File: src/rtl/word_loader.sv
// Frame capture stage: debounces a load button, buffers DEPTH switch words, then
// streams them in capture order over a valid/ready link and counts non-one-hot words.
module word_loader #(
  parameter int WIDTH           = 16,
  parameter int DEPTH           = 8,
  parameter int DEBOUNCE_CYCLES = 4
) (
  input  logic                     clk,
  input  logic                     rst_n,
  input  logic [WIDTH-1:0]         sw,
  input  logic                     PB,
  input  logic                     clr,
  output logic [WIDTH-1:0]         out_data,
  output logic                     out_valid,
  input  logic                     out_ready,
  output logic                     out_last,
  output logic [$clog2(DEPTH):0]   fill_count,
  output logic [$clog2(DEPTH):0]   bad_count,
  output logic                     done,
  output logic [1:0]               dbg_state_o  // 0 = FILL, 1 = DRAIN, 2 = DONE
);

  localparam int PW  = $clog2(DEPTH);
  localparam int CW  = PW + 1;
  localparam int DBW = $clog2(DEBOUNCE_CYCLES + 1);

  typedef enum logic [1:0] {
    ST_FILL  = 2'd0,
    ST_DRAIN = 2'd1,
    ST_DONE  = 2'd2
  } state_e;

  state_e           state_q, state_d;
  logic             sync1_q, sync2_q;
  logic [DBW-1:0]   db_cnt_q, db_cnt_d;
  logic             db_lvl_q, db_lvl_d;
  logic             load_pulse_q;
  logic [PW-1:0]    wr_ptr_q, wr_ptr_d;
  logic [PW-1:0]    rd_ptr_q, rd_ptr_d;
  logic [CW-1:0]    fill_q, fill_d;
  logic [CW-1:0]    bad_q, bad_d;
  logic             mem_we;
  logic [WIDTH-1:0] mem_q [DEPTH];

  // The debounced level flips only after DEBOUNCE_CYCLES consecutive disagreeing samples.
  always_comb begin
    db_cnt_d = '0;
    db_lvl_d = db_lvl_q;
    if (sync2_q != db_lvl_q) begin
      if (db_cnt_q == DBW'(DEBOUNCE_CYCLES - 1)) begin
        db_lvl_d = sync2_q;
      end else begin
        db_cnt_d = db_cnt_q + 1'b1;
      end
    end
  end

  // Link protocol: a beat transfers on a cycle where out_valid && out_ready; once
  // raised, out_valid stays high with out_data/out_last frozen until that transfer.
  always_comb begin
    state_d  = state_q;
    wr_ptr_d = wr_ptr_q;
    rd_ptr_d = rd_ptr_q;
    fill_d   = fill_q;
    bad_d    = bad_q;
    mem_we   = 1'b0;
    if (clr) begin
      state_d  = ST_FILL;
      wr_ptr_d = '0;
      rd_ptr_d = '0;
      fill_d   = '0;
      bad_d    = '0;
    end else begin
      case (state_q)
        ST_FILL: begin
          if (fill_q == CW'(DEPTH)) begin
            state_d = ST_DRAIN;
          end else if (load_pulse_q) begin
            mem_we   = 1'b1;
            wr_ptr_d = wr_ptr_q + 1'b1;
            fill_d   = fill_q + 1'b1;
            if ($countones(sw) != 1) begin
              bad_d = bad_q + 1'b1;
            end
          end
        end
        ST_DRAIN: begin
          if (out_ready) begin
            rd_ptr_d = rd_ptr_q + 1'b1;
            if (rd_ptr_q == PW'(DEPTH - 1)) begin
              state_d = ST_DONE;
            end
          end
        end
        ST_DONE: begin
          state_d = ST_DONE;
        end
        default: begin
          state_d = ST_FILL;
        end
      endcase
    end
  end

  always_ff @(posedge clk) begin
    if (!rst_n) begin
      state_q      <= ST_FILL;
      sync1_q      <= 1'b0;
      sync2_q      <= 1'b0;
      db_cnt_q     <= '0;
      db_lvl_q     <= 1'b0;
      load_pulse_q <= 1'b0;
      wr_ptr_q     <= '0;
      rd_ptr_q     <= '0;
      fill_q       <= '0;
      bad_q        <= '0;
    end else begin
      state_q      <= state_d;
      sync1_q      <= PB;
      sync2_q      <= sync1_q;
      db_cnt_q     <= db_cnt_d;
      db_lvl_q     <= db_lvl_d;
      load_pulse_q <= db_lvl_d & ~db_lvl_q;
      wr_ptr_q     <= wr_ptr_d;
      rd_ptr_q     <= rd_ptr_d;
      fill_q       <= fill_d;
      bad_q        <= bad_d;
    end
  end

  // Buffer contents need no reset; they are only read after a full frame is written.
  always_ff @(posedge clk) begin
    if (mem_we) begin
      mem_q[wr_ptr_q] <= sw;
    end
  end

  assign out_valid   = (state_q == ST_DRAIN);
  assign out_data    = out_valid ? mem_q[rd_ptr_q] : '0;
  assign out_last    = out_valid && (rd_ptr_q == PW'(DEPTH - 1));
  assign done        = (state_q == ST_DONE);
  assign fill_count  = fill_q;
  assign bad_count   = bad_q;
  assign dbg_state_o = state_q;

endmodule

File: config.mk
export PLATFORM = sky130hd
export DESIGN_NAME = word_loader
export DESIGN_NICKNAME = d
export VERILOG_FILES = /design/src/rtl/word_loader.sv
export SDC_FILE = /design/constraint.sdc
export NUM_CORES = 1
export LEC_CHECK = 0
export BUFFER_PORTS_ARGS = -buffer_cell sky130_fd_sc_hd__buf_2
export CAP_MARGIN = 20
export CORE_ASPECT_RATIO = 1.5
export CORE_UTILIZATION = 30
export DETAILED_ROUTE_END_ITERATION = 8
export HOLD_SLACK_MARGIN = 0.15
export SYNTH_ARGS = -nofsm -noshare
export SYNTH_HDL_FRONTEND = slang
export SYNTH_SLANG_ARGS = --single-unit
File: constraint.sdc
create_clock -name clk -period 4.43 [get_ports clk]
set_input_delay 0.886 -clock clk [delete_from_list [all_inputs] [get_ports clk]]
set_output_delay 0.886 -clock clk [all_outputs]
set_load 0.02 [all_outputs]
Word level (Yosys, flattened, before mapping). Memory sizes are Yosys's and may differ from the RTL's. A register that Yosys moved wholly into a read port is not among the register bits. Cells that the tools add are included.

Register bits: 23. Memory bits (writable): 128. Bits of input ports: 21. Output and inout bits: 29. Logic and storage cells: 69. Memories: 1.

Memory list: mem_q (words 8, bits a word 16, read ports 1, clocked after Yosys merged registers in 1, write ports 1, line 43) `logic [WIDTH-1:0] mem_q [DEPTH];`.

Add/subtract/negate cells: 20. Equality and inequality tests: 10. Muxes and demuxes: 15. Bitwise gates (word level): 5. Reduce and logical (&&, ||, !) cells: 8.

Operator list (number): adder 1 x 1 -> 2 bit (8); 2-to-1 mux 16 bit (1); adder 2 x 2 -> 3 bit (4); adder 3 x 1 -> 3 bit (second input constant) (3); adder 3 x 3 -> 4 bit (2); adder 4 x 1 -> 4 bit (second input constant) (2); 2-to-1 mux 1 bit (8); 2-to-1 mux 2 bit (3); 2-to-1 mux 3 bit (2); one-hot mux 2 bit (3 select lines) (1); AND reduction 3 bit (2); adder 4 x 4 -> 5 bit (1); != test 5 x 1 -> 1 bit (second input constant) (1); equality test 4 bit (second input constant) (1); != test 2 x 1 -> 1 bit (second input constant) (2); inverter 1 bit (4); AND reduction 4 bit (1); equality test 3 x 2 -> 1 bit (second input constant) (1); equality test 3 bit (second input constant) (1); OR reduction 3 bit (1); equality test 2 x 1 -> 1 bit (second input constant) (1); equality test 2 bit (second input constant) (1); zero test 2 bit (1); != test 2 bit (second input constant) (1); other kinds (5) (5).

Depth between registers and ports, before layout.
Depth after elaboration: 6. Mapped depth: 14. Gate-level depth less buffers: 14.

Worst setup path after synthesis. OpenSTA, ideal clock, no wires.

Path kind: input to register. Start: input port sw[5]. End: register bad_q[2] (netlist: bad_count[2]). Library setup time: 121 ps. Data arrival time: 4467 ps. Required time: 4309 ps. Slack: -158 ps. Stages on the path: 14. Path through: inv_1 fa_1 inv_1 fa_1 fa_1 inv_1 fa_1 inv_1 ha_1 fa_1 or4b_4 a21oi_4 a21oi_1 mux2i_1.

Word-level cells in the longest chain between the ends: 6.

RTL lines: from (decl) (line 10) `input logic [WIDTH-1:0] sw,`; adder 1 x 1 -> 2 bit (implied by the code) (line 82) `if ($countones(sw) != 1) begin`; adder 2 x 2 -> 3 bit (implied by the code) (line 82); adder 3 x 3 -> 4 bit (implied by the code) (line 82); adder 4 x 4 -> 5 bit (implied by the code) (line 82); != test 5 x 1 -> 1 bit (line 82); AND reduction 4 bit (no source line); to (signal assigned) (line 116) `bad_q <= '0;`; to (signal assigned) (line 127) `bad_q <= bad_d;`; to (decl) (line 41) `logic [CW-1:0] bad_q, bad_d;`.

No other way between the ends. A chain may end at the register's enable or synchronous reset.

Worst setup path after layout.
Start: input port sw[11]. End: register bad_q[1] (netlist: bad_count[1]).

Same word-level chain as after synthesis.

==> key figures <==
Finish
  – Area of the multi-input gates: roughly 2000 µm²
  – Fin util: 0.369
  – Final #Nets: between 400 and 500
  – Cell area after layout: ~7800 µm²
  – Sequential cell area: about 4400 µm²
  – Fillers: between 1500 and 2000
  – Area grow syn2layout: 20.0%
  – Ant diodes: 0
  – Layout cells sized above 1: 0.311

Worst setup path
  – Worst-path maximum fanout: 3
  – WP data arrival: 4.74 ns
  – Reg2reg path depth: 5
  – Worst r2r src: fill_count[0]$_SDFFE_PP0P_
  – FF-to-FF setup slack: between 1.5 and 2 ns
  – Required time worst endpoint: approximately 4.7 ns
  – CP startpoint kind: input port
  – End of the critical path: bad_count[1]$_SDFFE_PP0P_
  – Reg2reg end: mem_q[1][8]$_DFFE_PP_
  – WS Path Type: input port to flop
  – CP startpoint: sw[11]
  – Worst Setup End Kind: flop

Timing
  – Minimum clock period after layout: 4.44 ns
  – WHS: around 0.42 ns
  – FMAX: between 200 and 250 MHz
  – Slew margin rel.: 0.315
  – Final Hold Viols: 0
  – Final setup viols: 3
  – Slew Viols, Final: 0
  – RSZ-0062 raised after global routing: yes
  – Worst-margin pin slew: 1.02 ns
  – Worst Skew: around 0.0072 ns
  – Final worst slack: -0.0147 ns
  – Final worst-path cycle share: 1.00

Clock network
  – CTS Root Buffer Type: clkbuf_16
  – Postcts setup bufs: 0
  – H-tree Lvls: 4
  – Reg clk slew, reported paths: 0.06 ns
  – CTS tree: done
  – Sink Count: roughly 150
  – Num CTS Buffers: 17
  – CTS Buffer Depth: 2
  – # hold bufs at CTS: 0
  – Worst-skew pair later-pin latency: between 0.4 and 0.5 ns

Floorplan
  – Row count: 65
  – Starting density of the core: 0.307
  – Die area: between 20000 and 25000 µm²
  – Core Area: roughly 21000 µm²
  – Boundary Pins: 50
  – Die Y-Extent: 182 µm
  – Die width: around 120 µm

GRT
  – Vias in the first global route: between 3000 and 4000
  – First-pass GRT wire length: about 20 mm
  – Largest net degree at the start of global routing: 33
  – Gr ovfl total: 0
  – Initial antenna violation count: 1
  – Total GRT Usage: 0.126

Yosys
  – Top-count cell post-synth: edfxtp_1
  – Avg Cell Area, Syn: roughly 17 µm²
  – Syn. warnings: 0
  – Post-Syn Area: 6470 µm²
  – Synthesized Nets: 420
  – Cells after Synth: approximately 370
  – Largest area contributor in the netlist: edfxtp_1
  – Library cells used by synthesis: 33
  – EDFF count, synth: between 100 and 150
  – Top cells by area, synth: edfxtp_1, mux4_2, dfxtp_1
  – Area fraction of the dominant cell type after synthesis: 0.594
  – Primary FF master, synth: edfxtp_1
  – Post-synthesis sequential area ratio: 0.674
  – Async set or reset register ratio after synthesis: 0
  – Most instantiated cells after synthesis: edfxtp_1, mux4_2, inv_1, dfxtp_1, mux2i_1
  – Synth Register Bits: 154

Routing
  – DR WL met2: between 7 and 8 mm
  – Post-route ant nets: 0
  – Vias per cell: ~4.6
  – Pre-antenna DRT Iters: 4
  – Total Routed Length: about 13 mm
  – Wire per inst: approximately 18 µm
  – Top layer in use: met5
  – Met1 Routed Length: 5.11 mm
  – Routed wl met3: around 430 µm
  – Initial detailed-routing violation count: between 150 and 200
  – Post-route DRC: 0
  – Routed via count: between 3000 and 4000

Pwr
  – Pint: between 2000 and 3000 µW
  – Sw Ratio: 0.218
  – Clock share of power: 0.435
  – Sequential power share: 0.489
  – P_leak: around 0.0027 µW
  – P per Cell Area: between 400 and 500 nW/µm²
  – NetSw: between 600 and 700 µW
  – Gate power share: 0.076
  – VDD IR max: 0.238 mV

Placement
  – Gpl congestion: between 0.7 and 0.8
  – Count of input and output buffers: between 40 and 50
  – DP Area: slightly above 7000 µm²
  – Hpwl dp: approximately 8.4 mm
  – Pre-CTS WS: -0.504 ns

Hold path
  – Hold Startpoint: db_cnt_q[0]$_SDFF_PP0_
  – Worst min path class: flop to flop

Status
  – Failing checks: setup timing
  – Status: finished with violations

Flow run
  – Max cap viols: 0
## worst min path at each step
stage | to | slack [ns] | depth (start not counted)
2_1_floorplan | db_cnt_q[0]$_SDFF_PP0_ | 0.40 | 1
3_3_place_gp | db_cnt_q[0]$_SDFF_PP0_ | 0.41 | 1
3_5_place_dp | db_cnt_q[0]$_SDFF_PP0_ | 0.42 | 1
4_1_cts | db_cnt_q[0]$_SDFF_PP0_ | 0.43 | 1
5_1_grt | db_cnt_q[0]$_SDFF_PP0_ | 0.44 | 1
6_report | db_cnt_q[0]$_SDFF_PP0_ | 0.42 | 1
## final cells by class
class,count,area share
clock buffers,18,0.0553
well taps,268,0.0432
inverters,29,0.0147
flip-flops and latches,154,0.562
multi-input cells,176,0.253
clock inverters,14,0.0188
repair buffers,66,0.0528
## state kept, by name, indices dropped and copies added, names as in the netlist, named ones only
name and cells:
mem_q 128, bad_count 4, fill_count 4, db_cnt_q 3
rd_ptr_q 3, wr_ptr_q 3, dbg_state_o 2, db_lvl_q 1
load_pulse_q 1, sync1_q 1, sync2_q 1
## cells by family (layout without fill, tap and decap cells)
group / Yosys count / count (layout) / share of synthesized area
multiplexers: 57 / 57 / 0.150
flip-flops: 154 / 154 / 0.674
XOR/XNOR: 7 / 7 / 0.00947
AND/OR/NAND/NOR: 77 / 77 / 0.0626
adder cells (fa/ha/maj): 27 / 27 / 0.0638
buffers and inverters: 42 / 127 / 0.0302
AO/OA/AOI/OAI: 8 / 8 / 0.00948
## per-layer routing
| metal | track usage | vias to the layer above |
|---|---|---|
| li1 | - | 1535 |
| met1 | 0.143 | 1691 |
| met2 | 0.226 | 63 |
| met3 | 0.0345 | 15 |
| met4 | 0.0410 | 2 |
| met5 | 0 | - |
## per-stage QoR
stage,cells,power [µW],setup TNS (ns)
floorplan,372,1760,-0.489
global placement,692,1830,-1.74
detailed placement,692,1840,-1.96
CTS,724,3230,-0.0810
global route,725,3320,-0.334
finish,725,3200,-0.0425
## power by group through the flow
| stage | registers [µW] | logic [µW] | clock network [µW] |
|---|---|---|---|
| floorplan | 1600 | 162 | 0 |
| CTS | 1570 | 245 | 1420 |
| detailed placement | 1600 | 241 | 0 |
| finish | 1570 | 242 | 1390 |
| global route | 1570 | 275 | 1480 |
| global placement | 1600 | 230 | 0 |
## what timing repair did
action | 4_1_cts | 5_1_grt
resized for setup | 6 | 5
hold endpoints to repair | 0 | 0
setup endpoints to repair | 4 | 4
pin swaps | 4 | 1
## critical path, cell delays in order
cell and delay (ns):
buf_8 0.10, fa_1 0.56, inv_2 0.04, fa_1 0.52
inv_1 0.05, fa_1 0.47, inv_1 0.05, fa_1 0.48
inv_1 0.05, ha_2 0.18, fa_1 0.44, or4b_4 0.51
a21oi_4 0.17, a21oi_2 0.10, mux2i_1 0.13
## cells in the final DEF, fill, tap and decap left out, drive strengths merged
cell type,instances
clkbuf,20
xnor2,1
fa,10
a21oi,6
dfxtp,26
and3,1
nand3b,3
a22oi,1
xor2,6
bufinv,2
mux2i,25
nor2,19
nand3,7
nor3,3
nand2,13
ha,17
mux4,32
nor4,1
a31o,1
nor2b,19
or4b,1
clkinv,6
and2,4
nor4b,1
inv,32
buf,64
edfxtp,128
nand4,1
clkinvlp,3
nand2b,4
(Power assumes the default switching activity.)
